File: src/rtl/axis_lane_accumulator.sv
`default_nettype none
// ============================================================================
// Module   : axis_lane_accumulator
// Purpose  : Per-lane packet summation of an AXI-Stream; one result beat per packet.
// Revision : 1.0 - initial release
// ============================================================================
module axis_lane_accumulator #(
    parameter int C_AXIS_TDATA_WIDTH = 512,
    parameter int C_ADDER_BIT_WIDTH  = 32,
    parameter int C_BEAT_CNT_WIDTH   = 16
) (
    input  logic                              aclk,
    input  logic                              areset,
    input  logic                              s_axis_tvalid,
    output logic                              s_axis_tready,
    input  logic [C_AXIS_TDATA_WIDTH-1:0]     s_axis_tdata,
    input  logic [C_AXIS_TDATA_WIDTH/8-1:0]   s_axis_tkeep,
    input  logic                              s_axis_tlast,
    output logic                              m_axis_tvalid,
    input  logic                              m_axis_tready,
    output logic [C_AXIS_TDATA_WIDTH-1:0]     m_axis_tdata,
    output logic [C_AXIS_TDATA_WIDTH/8-1:0]   m_axis_tkeep,
    output logic                              m_axis_tlast,
    output logic                              m_axis_tuser,
    output logic [C_BEAT_CNT_WIDTH-1:0]       pkt_beats,
    output logic [31:0]                       pkt_count
);

    localparam int LP_NUM_LANES  = C_AXIS_TDATA_WIDTH / C_ADDER_BIT_WIDTH;
    localparam int LP_LANE_BYTES = C_ADDER_BIT_WIDTH / 8;
    localparam int LP_KEEP_W     = C_AXIS_TDATA_WIDTH / 8;

    typedef enum logic [0:0] {
        ST_ACCUM = 1'b0,
        ST_EMIT  = 1'b1
    } state_t;

    state_t                          state_q, state_d;
    logic                            ready_q;
    logic [C_AXIS_TDATA_WIDTH-1:0]   acc_q, acc_d;
    logic                            ovf_q, ovf_d;
    logic [C_BEAT_CNT_WIDTH-1:0]     beats_q, beats_d;
    logic [C_AXIS_TDATA_WIDTH-1:0]   tdata_q, tdata_d;
    logic                            tuser_q, tuser_d;
    logic [C_BEAT_CNT_WIDTH-1:0]     pkt_beats_q, pkt_beats_d;
    logic [31:0]                     pkt_count_q, pkt_count_d;

    logic [C_AXIS_TDATA_WIDTH-1:0]   lane_sum;
    logic [LP_NUM_LANES-1:0]         lane_carry;
    logic [C_BEAT_CNT_WIDTH-1:0]     beats_inc;
    logic                            accept;
    logic                            handoff;

    // A lane contributes only when every byte of it is kept.
    for (genvar i = 0; i < LP_NUM_LANES; i++) begin : g_lane
        logic                          keep_full;
        logic [C_ADDER_BIT_WIDTH-1:0]  addend;
        logic [C_ADDER_BIT_WIDTH:0]    sum;
        assign keep_full = &s_axis_tkeep[i*LP_LANE_BYTES +: LP_LANE_BYTES];
        assign addend    = keep_full ? s_axis_tdata[i*C_ADDER_BIT_WIDTH +: C_ADDER_BIT_WIDTH]
                                     : '0;
        assign sum       = {1'b0, acc_q[i*C_ADDER_BIT_WIDTH +: C_ADDER_BIT_WIDTH]} + {1'b0, addend};
        assign lane_sum[i*C_ADDER_BIT_WIDTH +: C_ADDER_BIT_WIDTH] = sum[C_ADDER_BIT_WIDTH-1:0];
        assign lane_carry[i] = sum[C_ADDER_BIT_WIDTH];
    end

    // ready_q keeps the slave side closed until the first edge after reset.
    assign s_axis_tready = ready_q && (state_q == ST_ACCUM);
    assign m_axis_tvalid = (state_q == ST_EMIT);
    assign accept        = s_axis_tvalid && s_axis_tready;
    assign handoff       = m_axis_tvalid && m_axis_tready;
    assign beats_inc     = (&beats_q) ? beats_q : beats_q + 1'b1;

    always_comb begin
        state_d     = state_q;
        acc_d       = acc_q;
        ovf_d       = ovf_q;
        beats_d     = beats_q;
        tdata_d     = tdata_q;
        tuser_d     = tuser_q;
        pkt_beats_d = pkt_beats_q;
        pkt_count_d = pkt_count_q;
        if (accept) begin
            if (s_axis_tlast) begin
                tdata_d     = lane_sum;
                tuser_d     = ovf_q | (|lane_carry);
                pkt_beats_d = beats_inc;
                acc_d       = '0;
                ovf_d       = 1'b0;
                beats_d     = '0;
                state_d     = ST_EMIT;
            end else begin
                acc_d   = lane_sum;
                ovf_d   = ovf_q | (|lane_carry);
                beats_d = beats_inc;
            end
        end
        if (handoff) begin
            state_d     = ST_ACCUM;
            pkt_count_d = pkt_count_q + 32'd1;
        end
    end

    always_ff @(posedge aclk or posedge areset) begin
        if (areset) begin
            state_q     <= ST_ACCUM;
            ready_q     <= 1'b0;
            acc_q       <= '0;
            ovf_q       <= 1'b0;
            beats_q     <= '0;
            tdata_q     <= '0;
            tuser_q     <= 1'b0;
            pkt_beats_q <= '0;
            pkt_count_q <= '0;
        end else begin
            state_q     <= state_d;
            ready_q     <= 1'b1;
            acc_q       <= acc_d;
            ovf_q       <= ovf_d;
            beats_q     <= beats_d;
            tdata_q     <= tdata_d;
            tuser_q     <= tuser_d;
            pkt_beats_q <= pkt_beats_d;
            pkt_count_q <= pkt_count_d;
        end
    end

    assign m_axis_tdata = tdata_q;
    assign m_axis_tuser = tuser_q;
    assign m_axis_tkeep = {LP_KEEP_W{m_axis_tvalid}};
    assign m_axis_tlast = m_axis_tvalid;
    assign pkt_beats    = pkt_beats_q;
    assign pkt_count    = pkt_count_q;

endmodule
`default_nettype wire

File: config.mk
export PLATFORM = sky130hd
export DESIGN_NAME = axis_lane_accumulator
export DESIGN_NICKNAME = d
export VERILOG_FILES = /design/src/rtl/axis_lane_accumulator.sv
export SDC_FILE = /design/constraint.sdc
export NUM_CORES = 2
export LEC_CHECK = 0
export BUFFER_PORTS_ARGS = -buffer_cell sky130_fd_sc_hd__buf_2
export CAP_MARGIN = 20
export CORE_AREA = 2 2 468 470
export DETAILED_ROUTE_END_ITERATION = 6
export DIE_AREA = 0 0 470 472
export GPL_TIMING_DRIVEN = 0
export SLEW_MARGIN = 20
export SYNTH_ARGS = -nofsm -noshare
export SYNTH_HDL_FRONTEND = slang
export SYNTH_SLANG_ARGS = --single-unit
export TNS_END_PERCENT = 5
File: constraint.sdc
create_clock -name aclk -period 36.9 [get_ports aclk]
set_input_delay 3.69 -clock aclk [delete_from_list [all_inputs] [get_ports aclk]]
set_output_delay 3.69 -clock aclk [all_outputs]
set_load 0.02 [all_outputs]
==> summary.txt <==
CTS
  – Cts-stage hold buffer count: 0
  – Post-CTS clock slew at the launch and capture registers of the worst setup and hold paths: 0.06 ns
  – Clock tree from TritonCTS: done
  – Number of sinks handled by clock tree synthesis: 1092
  – Resize count post-CTS: 0
  – CTS HTree Levels: 4
  – Root Buffer Master: clkbuf_16
  – Total clock buffers created by CTS: 136
  – Maximum clock path buffer count: 3
  – Postcts setup bufs: 0
  – Clk Latency, worst-skew pair: 0.84 ns

Yosys
  – Seq/Total Area, Yosys: 40.2%
  – Fraction of registers with async set/reset: 100%
  – Library cell occupying the most area in the post-synthesis netlist: dfrtp_1
  – Synth Net Count: 8959
  – Complex-gate fraction of the synthesized area: 20.8%
  – Cell types occupying the most area after synthesis: dfrtp_1, ha_1, o21ai_0
  – Dominant combinational cell family by area after synthesis: compound AO/OA/AOI/OAI gates
  – Post-Syn Instances: 7848
  – Most common flop cell mapped by yosys: dfrtp_1
  – Proportion of netlist area held by the largest area contributor: 40.2%
  – Portion of netlist area occupied by mux cells: 0.226%
  – Post-synthesis register bit count: 1092
  – Distinct cell type count after synthesis: 87
  – Number of enable flip-flop cells after synthesis: 0
  – Syn. warnings: 0
  – Post-synthesis simple-gate area fraction: 18.8%
  – Post-synthesis average cell area: 8.66 um2
  – Synthesized-area fraction occupied by xor and xnor cells: 6.20%
  – Synth Area in Adders: 9.93%
  – Netlist Area Pre-Place: 0.0680 mm2

Routing
  – Average wire per cell in the routed design: 26.4 um
  – Residual DRC: 0
  – Avg Vias per Cell: 5.32
  – Aggregate routed wire length: 324 mm
  – First-pass detailed-route iteration total: 6
  – Routed via count: 65300
  – Antenna Nets Post-Route: 0
  – Number of DRC markers in iteration 0: 5292

Pwr
  – Static power due to leakage: 41.9 nW
  – Total power density per cell area: 41.6 mW/mm2
  – Total power draw: 3.48 mW
  – Worst IR drop on VDD: 0.0501 mV

Critical path
  – CP startpoint kind: input port
  – Type of the worst setup path: input port to flip-flop
  – Worst r2r src: acc_q[77]
  – Endpoint of the worst register-to-register path: ovf_q
  – Required @ worst endpoint: 37.57 ns
  – Max FO, Critical Path: 10
  – Kind of capture point of the worst setup path: flip-flop
  – Slack of the worst reg-to-reg path: 31.73 ns
  – Worst r2r path cells: 11
  – Arrival @ worst endpoint: 9.21 ns

Worst hold path
  – Hold Path Depth: 2
  – Min-Delay Endpoint: m_axis_tdata[192]
  – Start point of the worst min-delay path: m_axis_tdata[192]
  – Hold crit path type: flip-flop to flip-flop

Floorplanning
  – Rows: 171
  – Overall die area: 0.222 mm2
  – Initial cell density of the core: 31.4%
  – Count of boundary I/O pins: 1209
  – Overall die height: 472 um
  – Core outline area: 0.217 mm2
  – Die width: 470 um

STA
  – Setup TNS after final layout: 0 ns
  – Final min period: 8.54 ns
  – Number of setup violations in the final report: 0
  – Max Clk Rate: 0.117 GHz
  – Worst relative slew slack: 18.2%
  – Number of pins with negative max-slew slack in the final report: 0
  – Worst Setup Slack, final: 28.36 ns
  – Setup repair after global routing missed its margin: false
  – Actual slew at the worst max-slew pin: 1.23 ns
  – Final critical-path share of the clock period: 23.2%
  – Final hold viol count: 0
  – Final setup skew: 0.0442 ns

GRT
  – Pin count of the biggest net entering global routing: 99
  – Antenna violations before repair: 130
  – Vias in the first global route: 63400
  – Aggregate global-route resource usage: 28.3%
  – Global-route wire length before repair: 456 mm
  – Sum of overflow across all layers after global routing: 0

Place
  – Post-Place Cells: 11900
  – Number of buffers added on ports: 1207
  – Routability-driven placement congestion ratio: 0.951
  – Detailed placement HPWL: 266 mm
  – Worst setup slack after placement: 27.33 ns

Final layout
  – Total of fill cells in the finished design: 22200
  – Proportion of layout cells with a drive suffix above 1: 17.6%
  – Core occupancy in the finished layout: 38.7%
  – Final layout net count: 10300
  – Area Growth Syn to Fin: 23.2%
  – Number of standard cells in the final layout excluding fillers: 12300

Run
  – MaxCap Viol Count: 0

Run status
  – Outcome: completed
[metrics by stage]
| stage | area [um2] | hold slack, ns |
|---|---|---|
| after global routing | 83600 | 0.488 |
| after detailed placement | 78600 | 0.461 |
| final | 83700 | 0.472 |
| after global placement | 77600 | 0.459 |
| after floorplan | 68000 | 0.445 |
| after CTS | 83500 | 0.477 |
[layer usage]
layer	vias up	share of wire, %	track usage (%)
li1	30200	-	-
met1	32000	40	34.6
met2	2488	46	45.7
met3	611	7.9	7.06
met4	46	5.7	15.2
met5	-	0.095	0
[cells in the final DEF (no fill, tap or decap), types with 81 or more instances in the layout]
master and n:
nor2_1 224, diode_2 81, dfrtp_1 1091, xor2_1 215, xnor2_1 266, clkbuf_16 137, nand3_1 122, clkbuf_1 308
inv_1 230, nand2_1 1339, ha_1 514, a21o_1 235, o21ai_0 1216, and2_1 515, a21oi_1 453, buf_2 1210
o21bai_1 82
[final cells by class]
type / count / area [um2] / share of cell area, %
flip-flops and latches: 1092 / 27300 / 32.6
plain buffers: 401 / 1820 / 2.17
well taps: 2854 / 3570 / 4.26
repair buffers: 1244 / 6960 / 8.31
clock buffers: 184 / 3840 / 4.59
diodes: 81 / 203 / 0.242
clock inverters: 61 / 1070 / 1.28
multi-input cells: 6124 / 38100 / 45.5
inverters: 231 / 875 / 1.04
[cells by family (layout without fill, tap and decap cells)]
logic type / count (synthesis) / in the layout
simple gates: 2680 / 2680
compound gates: 2417 / 2417
flops: 1092 / 1092
buf+inv: 632 / 2121
fa+ha+maj: 530 / 530
xor+xnor: 481 / 481
mux: 15 / 15
other cells: 1 / 82
[synth_stat cells, types with 63 or more instances]
cell type,count
inv_1,231
nand2b_1,79
xnor2_1,266
o21ai_0,1217
ha_1,514
xor2_1,215
nand3_1,122
dfrtp_1,1092
buf_4,65
nor3_1,63
and2_1,515
o21bai_1,82
clkbuf_1,330
a21oi_1,453
nand2_1,1339
nor2b_1,63
a21o_1,235
nor2_1,225
nand4_1,70
[state kept, by name (all words and copies together), names as in the netlist]
name,flops
ready_q,1
ovf_q,1
acc_q,512
m_axis_tdata,512
beats_q,16
pkt_beats,16
pkt_count,32
m_axis_tlast,1
m_axis_tuser,1
[worst max path at each step]
stage                          start                end  cells past startpoint
finish              s_axis_tkeep[34]              ovf_q                     16
global route        s_axis_tkeep[38]              ovf_q                     17
CTS                 s_axis_tkeep[38]              ovf_q                     17
detailed placement  s_axis_tkeep[38]              ovf_q                     17
global placement              areset  m_axis_tdata[428]                      2
floorplan                     areset           acc_q[0]                      1
[power by group]
group	internal, mW	total (mW)	leakage [nW]	switching, mW
clock	0.882	1.49	2.38	0.609
sequential	1.29	1.37	15.0	0.0707
combinational	0.192	0.628	24.5	0.436
[worst max-delay path, cell delays in order]
cell,delay [ns]
buf_2,0.08
and4_1,0.73
clkbuf_1,0.65
and2_1,0.22
ha_1,0.22
clkbuf_1,0.18
nand4_1,0.20
nor2_1,0.07
nand2_1,0.15
o22ai_1,0.22
nor4_1,0.72
and3_1,0.28
o2111ai_1,0.31
or4_1,0.75
nor4_2,0.55
a21oi_1,0.15
Power figures use the tool's default switching activity.
